`src/rtl/mouse_cursor_tracker.sv`:
```
// rtl/mouse_cursor_tracker.sv - relative mouse report to bounded cursor position tracker
//
// Accumulates signed mouse deltas into an absolute cursor position that is
// clamped (WRAP=0) or wrapped (WRAP=1) to the screen, with a per-frame snapshot
// of the position and registered button state with rising-edge pulses.
//
// Ports:
//   clk, reset            clock and synchronous active-high reset
//   report                one-cycle strobe qualifying mouse_dx/mouse_dy/mouse_btn
//   mouse_dx, mouse_dy    signed 8-bit deltas
//   mouse_btn             button levels (left, right, middle)
//   frame_tick            one-cycle frame boundary strobe
//   cur_x, cur_y          live cursor position
//   frame_x, frame_y      position captured at the last frame_tick
//   btn, btn_press        registered buttons and one-cycle rising-edge pulses
//   moved                 one-cycle pulse on every position commit
//   busy                  high while an update pass is in flight
module mouse_cursor_tracker #(
    parameter int SCREEN_W = 640,
    parameter int SCREEN_H = 480,
    parameter int COORD_W  = 10,
    parameter int SHIFT    = 0,
    parameter int WRAP     = 0,
    parameter int INVERT_Y = 0
) (
    input  logic               clk,
    input  logic               reset,
    input  logic               report,
    input  logic [7:0]         mouse_dx,
    input  logic [7:0]         mouse_dy,
    input  logic [2:0]         mouse_btn,
    input  logic               frame_tick,
    output logic [COORD_W-1:0] cur_x,
    output logic [COORD_W-1:0] cur_y,
    output logic [COORD_W-1:0] frame_x,
    output logic [COORD_W-1:0] frame_y,
    output logic [2:0]         btn,
    output logic [2:0]         btn_press,
    output logic               moved,
    output logic               busy
);

    // Two guard bits above the scaled range keep every sum exact and signed.
    localparam int SW = COORD_W + SHIFT + 2;
    localparam logic signed [SW-1:0] EXT_X = SW'(SCREEN_W);
    localparam logic signed [SW-1:0] EXT_Y = SW'(SCREEN_H);

    typedef enum logic [1:0] {IDLE, SUM, BOUND} state_t;

    state_t state, state_next;

    logic [7:0] work_dx, work_dy;
    logic [7:0] pend_dx, pend_dy;
    logic       pend_flag;
    logic [2:0] btn_q;
    logic [7:0] dy_in;

    logic signed [SW-1:0] sum_x, sum_y;
    logic signed [SW-1:0] step_x, step_y, pos_x, pos_y;

    function automatic logic [7:0] sat_add(input logic [7:0] a, input logic [7:0] b);
        logic [8:0] s;
        s = {a[7], a} + {b[7], b};
        case (s[8:7])
            2'b01:   return 8'h7f;
            2'b10:   return 8'h80;
            default: return s[7:0];
        endcase
    endfunction

    // A single correction is enough because one scaled delta never exceeds the extent.
    function automatic logic [COORD_W-1:0] bound(input logic signed [SW-1:0] s,
                                                 input logic signed [SW-1:0] ext);
        logic signed [SW-1:0] r;
        r = s;
        if (s[SW-1]) begin
            r = (WRAP != 0) ? s + ext : '0;
        end else if (s >= ext) begin
            r = (WRAP != 0) ? s - ext : ext - {{(SW-1){1'b0}}, 1'b1};
        end
        return r[COORD_W-1:0];
    endfunction

    // -(-128) does not fit in 8 bits, so it saturates to +127.
    always_comb begin
        dy_in = mouse_dy;
        if (INVERT_Y != 0) begin
            dy_in = (mouse_dy == 8'h80) ? 8'h7f : 8'(-mouse_dy);
        end
    end

    always_comb begin
        step_x = $signed({{(SW-8){work_dx[7]}}, work_dx}) <<< SHIFT;
        step_y = $signed({{(SW-8){work_dy[7]}}, work_dy}) <<< SHIFT;
        pos_x  = $signed({{(SW-COORD_W){1'b0}}, cur_x});
        pos_y  = $signed({{(SW-COORD_W){1'b0}}, cur_y});
    end

    always_comb begin
        state_next = state;
        case (state)
            IDLE:    if (report) state_next = SUM;
            SUM:     state_next = BOUND;
            BOUND:   state_next = (pend_flag || report) ? SUM : IDLE;
            default: state_next = IDLE;
        endcase
    end

    assign busy = (state != IDLE);

    always_ff @(posedge clk) begin
        if (reset) begin
            state     <= IDLE;
            cur_x     <= '0;
            cur_y     <= '0;
            frame_x   <= '0;
            frame_y   <= '0;
            btn       <= '0;
            btn_q     <= '0;
            btn_press <= '0;
            moved     <= 1'b0;
            work_dx   <= '0;
            work_dy   <= '0;
            pend_dx   <= '0;
            pend_dy   <= '0;
            pend_flag <= 1'b0;
            sum_x     <= '0;
            sum_y     <= '0;
        end else begin
            state     <= state_next;
            moved     <= 1'b0;
            btn_q     <= btn;
            btn_press <= btn & ~btn_q;
            if (report) btn <= mouse_btn;
            // Nonblocking reads give the position from before a same-edge commit.
            if (frame_tick) begin
                frame_x <= cur_x;
                frame_y <= cur_y;
            end
            case (state)
                IDLE: begin
                    if (report) begin
                        work_dx <= mouse_dx;
                        work_dy <= dy_in;
                    end
                end
                SUM: begin
                    sum_x <= pos_x + step_x;
                    sum_y <= pos_y + step_y;
                    if (report) begin
                        pend_dx   <= sat_add(pend_dx, mouse_dx);
                        pend_dy   <= sat_add(pend_dy, dy_in);
                        pend_flag <= 1'b1;
                    end
                end
                BOUND: begin
                    cur_x <= bound(sum_x, EXT_X);
                    cur_y <= bound(sum_y, EXT_Y);
                    moved <= 1'b1;
                    // Pending deltas move to the working set; a report in this
                    // same cycle starts a fresh pending value for a later pass.
                    if (pend_flag) begin
                        work_dx   <= pend_dx;
                        work_dy   <= pend_dy;
                        pend_dx   <= report ? mouse_dx : 8'h00;
                        pend_dy   <= report ? dy_in : 8'h00;
                        pend_flag <= report;
                    end else if (report) begin
                        work_dx <= mouse_dx;
                        work_dy <= dy_in;
                    end
                end
                default: ;
            endcase
        end
    end

endmodule
```
`config.mk`:
```
export PLATFORM = sky130hd
export DESIGN_NAME = mouse_cursor_tracker
export DESIGN_NICKNAME = d
export VERILOG_FILES = /design/src/rtl/mouse_cursor_tracker.sv
export SDC_FILE = /design/constraint.sdc
export NUM_CORES = 1
export LEC_CHECK = 0
export BUFFER_PORTS_ARGS = -buffer_cell sky130_fd_sc_hd__buf_4
export CAP_MARGIN = 30
export CORE_MARGIN = 4
export CORE_UTILIZATION = 53
export CTS_CLUSTER_DIAMETER = 30
export DETAILED_ROUTE_END_ITERATION = 7
export PLACE_DENSITY_LB_ADDON = 0.25
export SLEW_MARGIN = 20
export SYNTH_ARGS = -nofsm -noshare
export SYNTH_HDL_FRONTEND = slang
export SYNTH_SLANG_ARGS = --single-unit
```
`constraint.sdc`:
```
create_clock -name clk -period 2.6 [get_ports clk]
set_input_delay 0.13 -clock clk [delete_from_list [all_inputs] [get_ports clk]]
set_output_delay 0.13 -clock clk [all_outputs]
set_load 0.01 [all_outputs]
```
==> results of run 1 <==
==> routing by layer <==
metal	vias to the layer above	global-route usage
met3	37	0.0354
li1	2827	-
met1	2623	0.316
met5	-	0
met2	184	0.383
met4	0	0.0800
==> kinds of logic (layout without fill, tap and decap cells) <==
kind of cell	count (synthesis)	in the layout	share of synthesized area
xor+xnor	19	19	0.0277
simple gates	277	277	0.213
compound gates	205	205	0.206
flops	109	109	0.363
fa+ha+maj	46	46	0.101
buf+inv	69	159	0.0444
mux	27	27	0.0450
==> timing repair <==
| action | CTS | global route |
|---|---|---|
| buffers inserted | 14 | 3 |
| resized for setup | 19 | 31 |
| gates cloned | 1 | 0 |
| pin swaps | 28 | 20 |
| setup endpoints to repair | 16 | 16 |
| hold endpoints to repair | 0 | 0 |
==> cells in the mapped netlist, drive strengths merged, types with 4 or more instances <==
cell and count:
nand2 64, nand2b 12, o21a 4, a31oi 8
nand3b 4, clkbuf 28, mux2i 27, ha 42
nor3 22, inv 22, o211ai 5, a311oi 7
a21o 10, nor3b 4, a2111oi 4, a21oi 119
o21ai 20, xor2 6, nor2b 16, dfxtp 109
fa 4, nand4 4, buf 18, nor2 104
xnor2 13, nand3 30, a211oi 8
==> worst max-delay path, stage by stage, from the launching register on <==
cell       delay [ns]
dfxtp_2          0.35
ha_4             0.13
inv_2            0.03
fa_2             0.34
nor2b_2          0.12
o21ai_2          0.07
a21boi_2         0.17
o21a_1           0.21
o21ai_2          0.08
buf_4            0.14
buf_6            0.10
a31oi_1          0.16
ha_2             0.22
nand2b_4         0.08
nand3_4          0.10
a21oi_1          0.05
a2111oi_0        0.37
==> worst paths after layout <==
kind,end,cells past startpoint,start,slack (ns)
max reg2reg,pend_dy[3]$_SDFFE_PP0P_,16,pend_dy[0]$_SDFFE_PP0P_,-0.28
min,btn[2]$_SDFFE_PP0P_,3,mouse_btn[2],0.02
min reg2reg,btn_press[0]$_SDFF_PP0_,1,btn_q[0]$_SDFF_PP0_,0.39
max,pend_dy[3]$_SDFFE_PP0P_,16,pend_dy[0]$_SDFFE_PP0P_,-0.28
==> sequential cells by signal, indices dropped and copies added, names as in the netlist <==
register,flops
cur_x,10
sum_y,12
work_dx,8
frame_y,10
btn_q,3
btn_press,3
sum_x,12
work_dy,8
moved,1
pend_flag,1
pend_dx,8
frame_x,10
cur_y,10
state,2
pend_dy,8
btn,3
==> final cells by class <==
| type | instances | share of cell area |
|---|---|---|
| Clock buffer | 9 | 0.0300 |
| Inverter | 23 | 0.0115 |
| Clock inverter | 6 | 0.0125 |
| Tap cell | 140 | 0.0233 |
| Timing Repair Buffer | 121 | 0.123 |
| Sequential cell | 109 | 0.291 |
| Multi-Input combinational cell | 574 | 0.508 |
==> metrics by stage <==
| stage | utilization | TNS, ns | cell area [sq um] |
|---|---|---|---|
| final | 0.683 | -2.29 | 7500 |
| after global routing | 0.683 | -4.53 | 7500 |
| after CTS | 0.670 | -1.37 | 7360 |
| after detailed placement | 0.625 | -1.98 | 6860 |
| after global placement | 0.625 | -0.878 | 6860 |
| after floorplan | - | -0.121 | 6090 |
==> power by group <==
part / switching, mW / total [mW] / leakage [nW] / internal (mW)
clock network: 0.622 / 1.47 / 0.153 / 0.850
registers: 0.0527 / 1.78 / 0.886 / 1.73
logic: 0.439 / 0.812 / 2.19 / 0.372
total: 1.11 / 4.06 / 3.22 / 2.95
==> qor.txt, run 1 <==
Outcome: finished with violations
Failing checks: negative setup slack
Synth area leader: dfxtp_1
Ys flop type: dfxtp_1
Slew headroom: 0.248
Num ports: 71
Clk slew on worst S/H paths: 0.07 ns
Hpwl dp: 10.7 mm
N_diodes: 0
Die area: 13100 sq um
Post-place setup slack: -0.218 ns
Sequential area share after synthesis: 0.363
Commonest non-fill, non-tap cells in the layout: buf_4 (117), a21oi_1 (106), dfxtp_1 (106)
Vias: 5671
Yosys top cell area share: 0.363
Final hold viol count: 0
Storage cell area: 2190 sq um
Site Rows: 38
Number of synthesized register bits: 109
Worst-case clock buffer depth: 2
TritonCTS buffer count: 9
Global-route wire length before repair: 25.4 mm
Vias per inst: 5.77
Nets: 907
Clk_skew: 0.00925 ns
Tmin final: 2.88 ns
Setup WS post-layout: -0.276 ns
Setup CP Type: reg2reg
Final Max Slew Viols: 0
Worst-path fanout max: 4
Initial Utilization: 0.547
Area of the multi-input gates: 3810 sq um
Static Leak: 3.22 nW
Fill cell count: 897
Die H: 114 microns
Mean Syn Cell Area: 7.98 sq um
Initial DRC Count: 412
Final wirelength: 15.4 mm
Syn Nets: 821
Routed len/inst: 15.6 microns
Inst Count DP: 951
DRT antenna net count: 0
Slew @ Worst Pin: 1.13 ns
Final Non-Filler Cells: 982
Root buf cell: clkbuf_16
CTS Sinks: 109
Hold-fix buffers, CTS: 0
Largest net degree at the start of global routing: 60
Hold slack: 0.0227 ns
Period utilization: 1.11
Critical Path RT: 2.82 ns
Max-cap violation count: 0
Unique cell type count in the Yosys netlist: 60
Routed wl met3: 919 microns
Peak VDD IR: 0.319 mV
Async set-reset flop share out of synthesis: 0
Layout cells sized above 1: 0.229
H-tree Lvls: 3
M1 WL: 6.76 mm
Top sig layer: met4
DRT Pass-1 Iters: 5
Startpoint Class: flop
CTS tree: built
Worst Hold Class: in2reg
PD cells: 541 nW/um^2
Met2 WL: 7.31 mm
Synthesized area: 6000 sq um
Overall Global Routing Usage: 0.234
Synth area leaders: dfxtp_1 (36%), a21oi_1 (9.7%), ha_1 (8.8%)
Skew-Pair Late Insertion Delay: 0.34 ns
CP endpoint kind: flop
Final Power: 4.06 mW
PortBufs: 70
Grt ovf: 0
Number of enable flip-flop cells after synthesis: 0
Ys Warns: 0
RD Place Congestion: 0.894
Setup violators final: 16
Area growth syn-to-layout: 25.0%
RSZ-0062 raised after global routing: true
CORE AREA: 11000 sq um
Crit path DAT: 3.09 ns
Leading cell type in the layout, fill and taps excluded: buf_4
Initial antenna violation count: 0
Fmax: 348 MHz
Die W: 114 microns
Vias in the first global route: 5283
Drt drc: 0
Gate Count Post-Synth: 752
Note: power is estimated with default switching activity, not from simulation.
==> run 2, diff against run 1 <==
==> constraint.sdc (replaced) <==
create_clock -name clk -period 2.4 [get_ports clk]
set_input_delay 0.24 -clock clk [delete_from_list [all_inputs] [get_ports clk]]
set_output_delay 0.24 -clock clk [all_outputs]
set_load 0.01 [all_outputs]
==> run 2 against run 1 <==
The run still ends with negative setup slack left. Sequential power is 8% higher. First-iteration DRC count up 2.7%. Largest power group unchanged. Maximum frequency is 2.7% lower. Die area stayed put. Combinational power up 27%.
==> qor.txt, run 2 (synthesized netlist as in run 1, its figures left out) <==
Outcome: finished with violations
Failing checks: negative setup slack
Die area: 13100 sq um
Initial Utilization: 0.547
Overall Global Routing Usage: 0.252
Crit path from: pend_dy[0]$_SDFFE_PP0P_
Reg2Reg Depth: 16
Static Leak: 3.40 nW
DRT Pass-1 Iters: 6
RSZ-0062 raised after global routing: true
Worst-path fanout max: 5
Worst Hold Class: in2reg
Vias: 5994
Slew headroom: 0.606
Clk slew on worst S/H paths: 0.07 ns
PD cells: 555 nW/um^2
CORE AREA: 11000 sq um
Share of total power in the clock network: 0.320
Met2 WL: 8.49 mm
Reg-to-reg endpoint: pend_dy[1]$_SDFFE_PP0P_
Final Power: 4.36 mW
Fmax: 338 MHz
Nets: 942
Critical Path RT: 2.67 ns
Largest net degree at the start of global routing: 54
Leading cell type in the layout, fill and taps excluded: buf_4
P_int: 3.07 mW
Top Registers: sum_x x12, sum_y x12
Worst hold start: mouse_btn[2]
Num ports: 71
Die H: 114 microns
Final hold viol count: 0
Die W: 114 microns
Setup WS post-layout: -0.556 ns
CP endpoint kind: flop
Worst-case clock buffer depth: 2
Setup CP Type: reg2reg
Area growth syn-to-layout: 30.7%
Skew-Pair Late Insertion Delay: 0.34 ns
Tmin final: 2.96 ns
M1 WL: 7.24 mm
Vias in the first global route: 5788
CTS Sinks: 109
DRT antenna net count: 0
Period utilization: 1.23
Vias per inst: 5.89
Peak VDD IR: 0.332 mV
TritonCTS buffer count: 9
Final instance area: 7850 sq um
Commonest non-fill, non-tap cells in the layout: buf_4 (145), a21oi_1 (105), dfxtp_1 (105)
PortBufs: 70
H-tree Lvls: 3
Worst Hold Path EP: btn[2]$_SDFFE_PP0P_
Routed len/inst: 16.9 microns
Slew @ Worst Pin: 0.591 ns
R2r startpoint: pend_dy[0]$_SDFFE_PP0P_
Initial DRC Count: 423
RD Place Congestion: 0.882
Max-cap violation count: 0
Combinational fraction of design power: 0.238
Startpoint Class: flop
Seq pwr share: 0.442
N_diodes: 0
Top sig layer: met4
Layout cells sized above 1: 0.273
Final Max Slew Viols: 0
Hpwl dp: 11.4 mm
Setup violators final: 16
Root buf cell: clkbuf_16
Drt drc: 0
Core Util, Final: 0.714
Clk_skew: 0.00584 ns
Post-place setup slack: -0.491 ns
Site Rows: 38
CTS tree: built
Initial antenna violation count: 0
Switch share: 0.296
Post-Place Cell Area: 7050 sq um
Crit path DAT: 3.23 ns
Net Sw Power: 1.29 mW
Hold depth: 3
Routed wl met3: 1.04 mm
Global-route wire length before repair: 27.3 mm
Final wirelength: 17.2 mm
Grt ovf: 0
FF-to-FF setup slack: -0.56 ns
==> run 2: worst max-delay path by stage <==
stage	to	slack, ns	cells after the start
2_1_floorplan	pend_dy[3]$_SDFFE_PP0P_	-0.24	14
3_3_place_gp	pend_dy[4]$_SDFFE_PP0P_	-0.32	14
3_5_place_dp	pend_dy[7]$_SDFFE_PP0P_	-0.49	15
4_1_cts	pend_dy[7]$_SDFFE_PP0P_	-0.43	15
5_1_grt	pend_dy[1]$_SDFFE_PP0P_	-0.70	16
6_report	pend_dy[1]$_SDFFE_PP0P_	-0.56	16
==> run 2: layout make-up <==
cell class,count,area [sq um]
multi-input combinational,574,3910
fill,852,3140
sequential,109,2190
timing repair buffer,156,1210
clock buffer,9,225
tap,140,175
inverter,23,86.3
clock inverter,6,48.8
==> run 2: power groups by stage <==
| stage | Combinational [mW] | Clock, mW | Sequential (mW) |
|---|---|---|---|
| 2_1_floorplan | 0.554 | 0 | 1.95 |
| 3_3_place_gp | 0.742 | 0 | 1.96 |
| 3_5_place_dp | 0.779 | 0 | 1.97 |
| 4_1_cts | 0.899 | 1.41 | 1.92 |
| 5_1_grt | 1.11 | 1.47 | 1.94 |
| 6_report | 1.03 | 1.39 | 1.93 |
==> run 2: metal layers <==
| layer | up-vias | global-route usage |
|---|---|---|
| li1 | 2891 | - |
| met5 | - | 0 |
| met2 | 245 | 0.429 |
| met1 | 2822 | 0.326 |
| met4 | 0 | 0.0942 |
| met3 | 36 | 0.0307 |
==> run 2: metrics by stage <==
step                      instances  setup TNS (ns)  hold WS (ns)
final                          1017           -7.06         0.133
after global routing           1017           -9.07         0.148
after CTS                      1009           -5.04         0.127
after detailed placement        965           -5.68         0.376
after global placement          965           -3.88         0.373
after floorplan                 752           -2.26         0.367
==> run 2: repair_timing <==
action | CTS | global route
pin swaps | 27 | 25
setup endpoints to repair | 16 | 19
hold buffers | 0 | 0
gates cloned | 2 | 0
buffers inserted | 28 | 9
gates resized for setup | 24 | 35
==> run 2: worst max-delay path, cell delays in order, from the launching register on <==
cell	delay, ns
dfxtp_2	0.35
ha_4	0.14
inv_2	0.03
fa_2	0.34
nor2b_2	0.13
o21ai_2	0.07
a21boi_1	0.17
o21a_1	0.20
o21ai_2	0.08
a31o_2	0.28
ha_4	0.30
buf_6	0.12
buf_6	0.12
nand2b_1	0.08
a311oi_1	0.32
a21oi_1	0.07
nor2_1	0.09
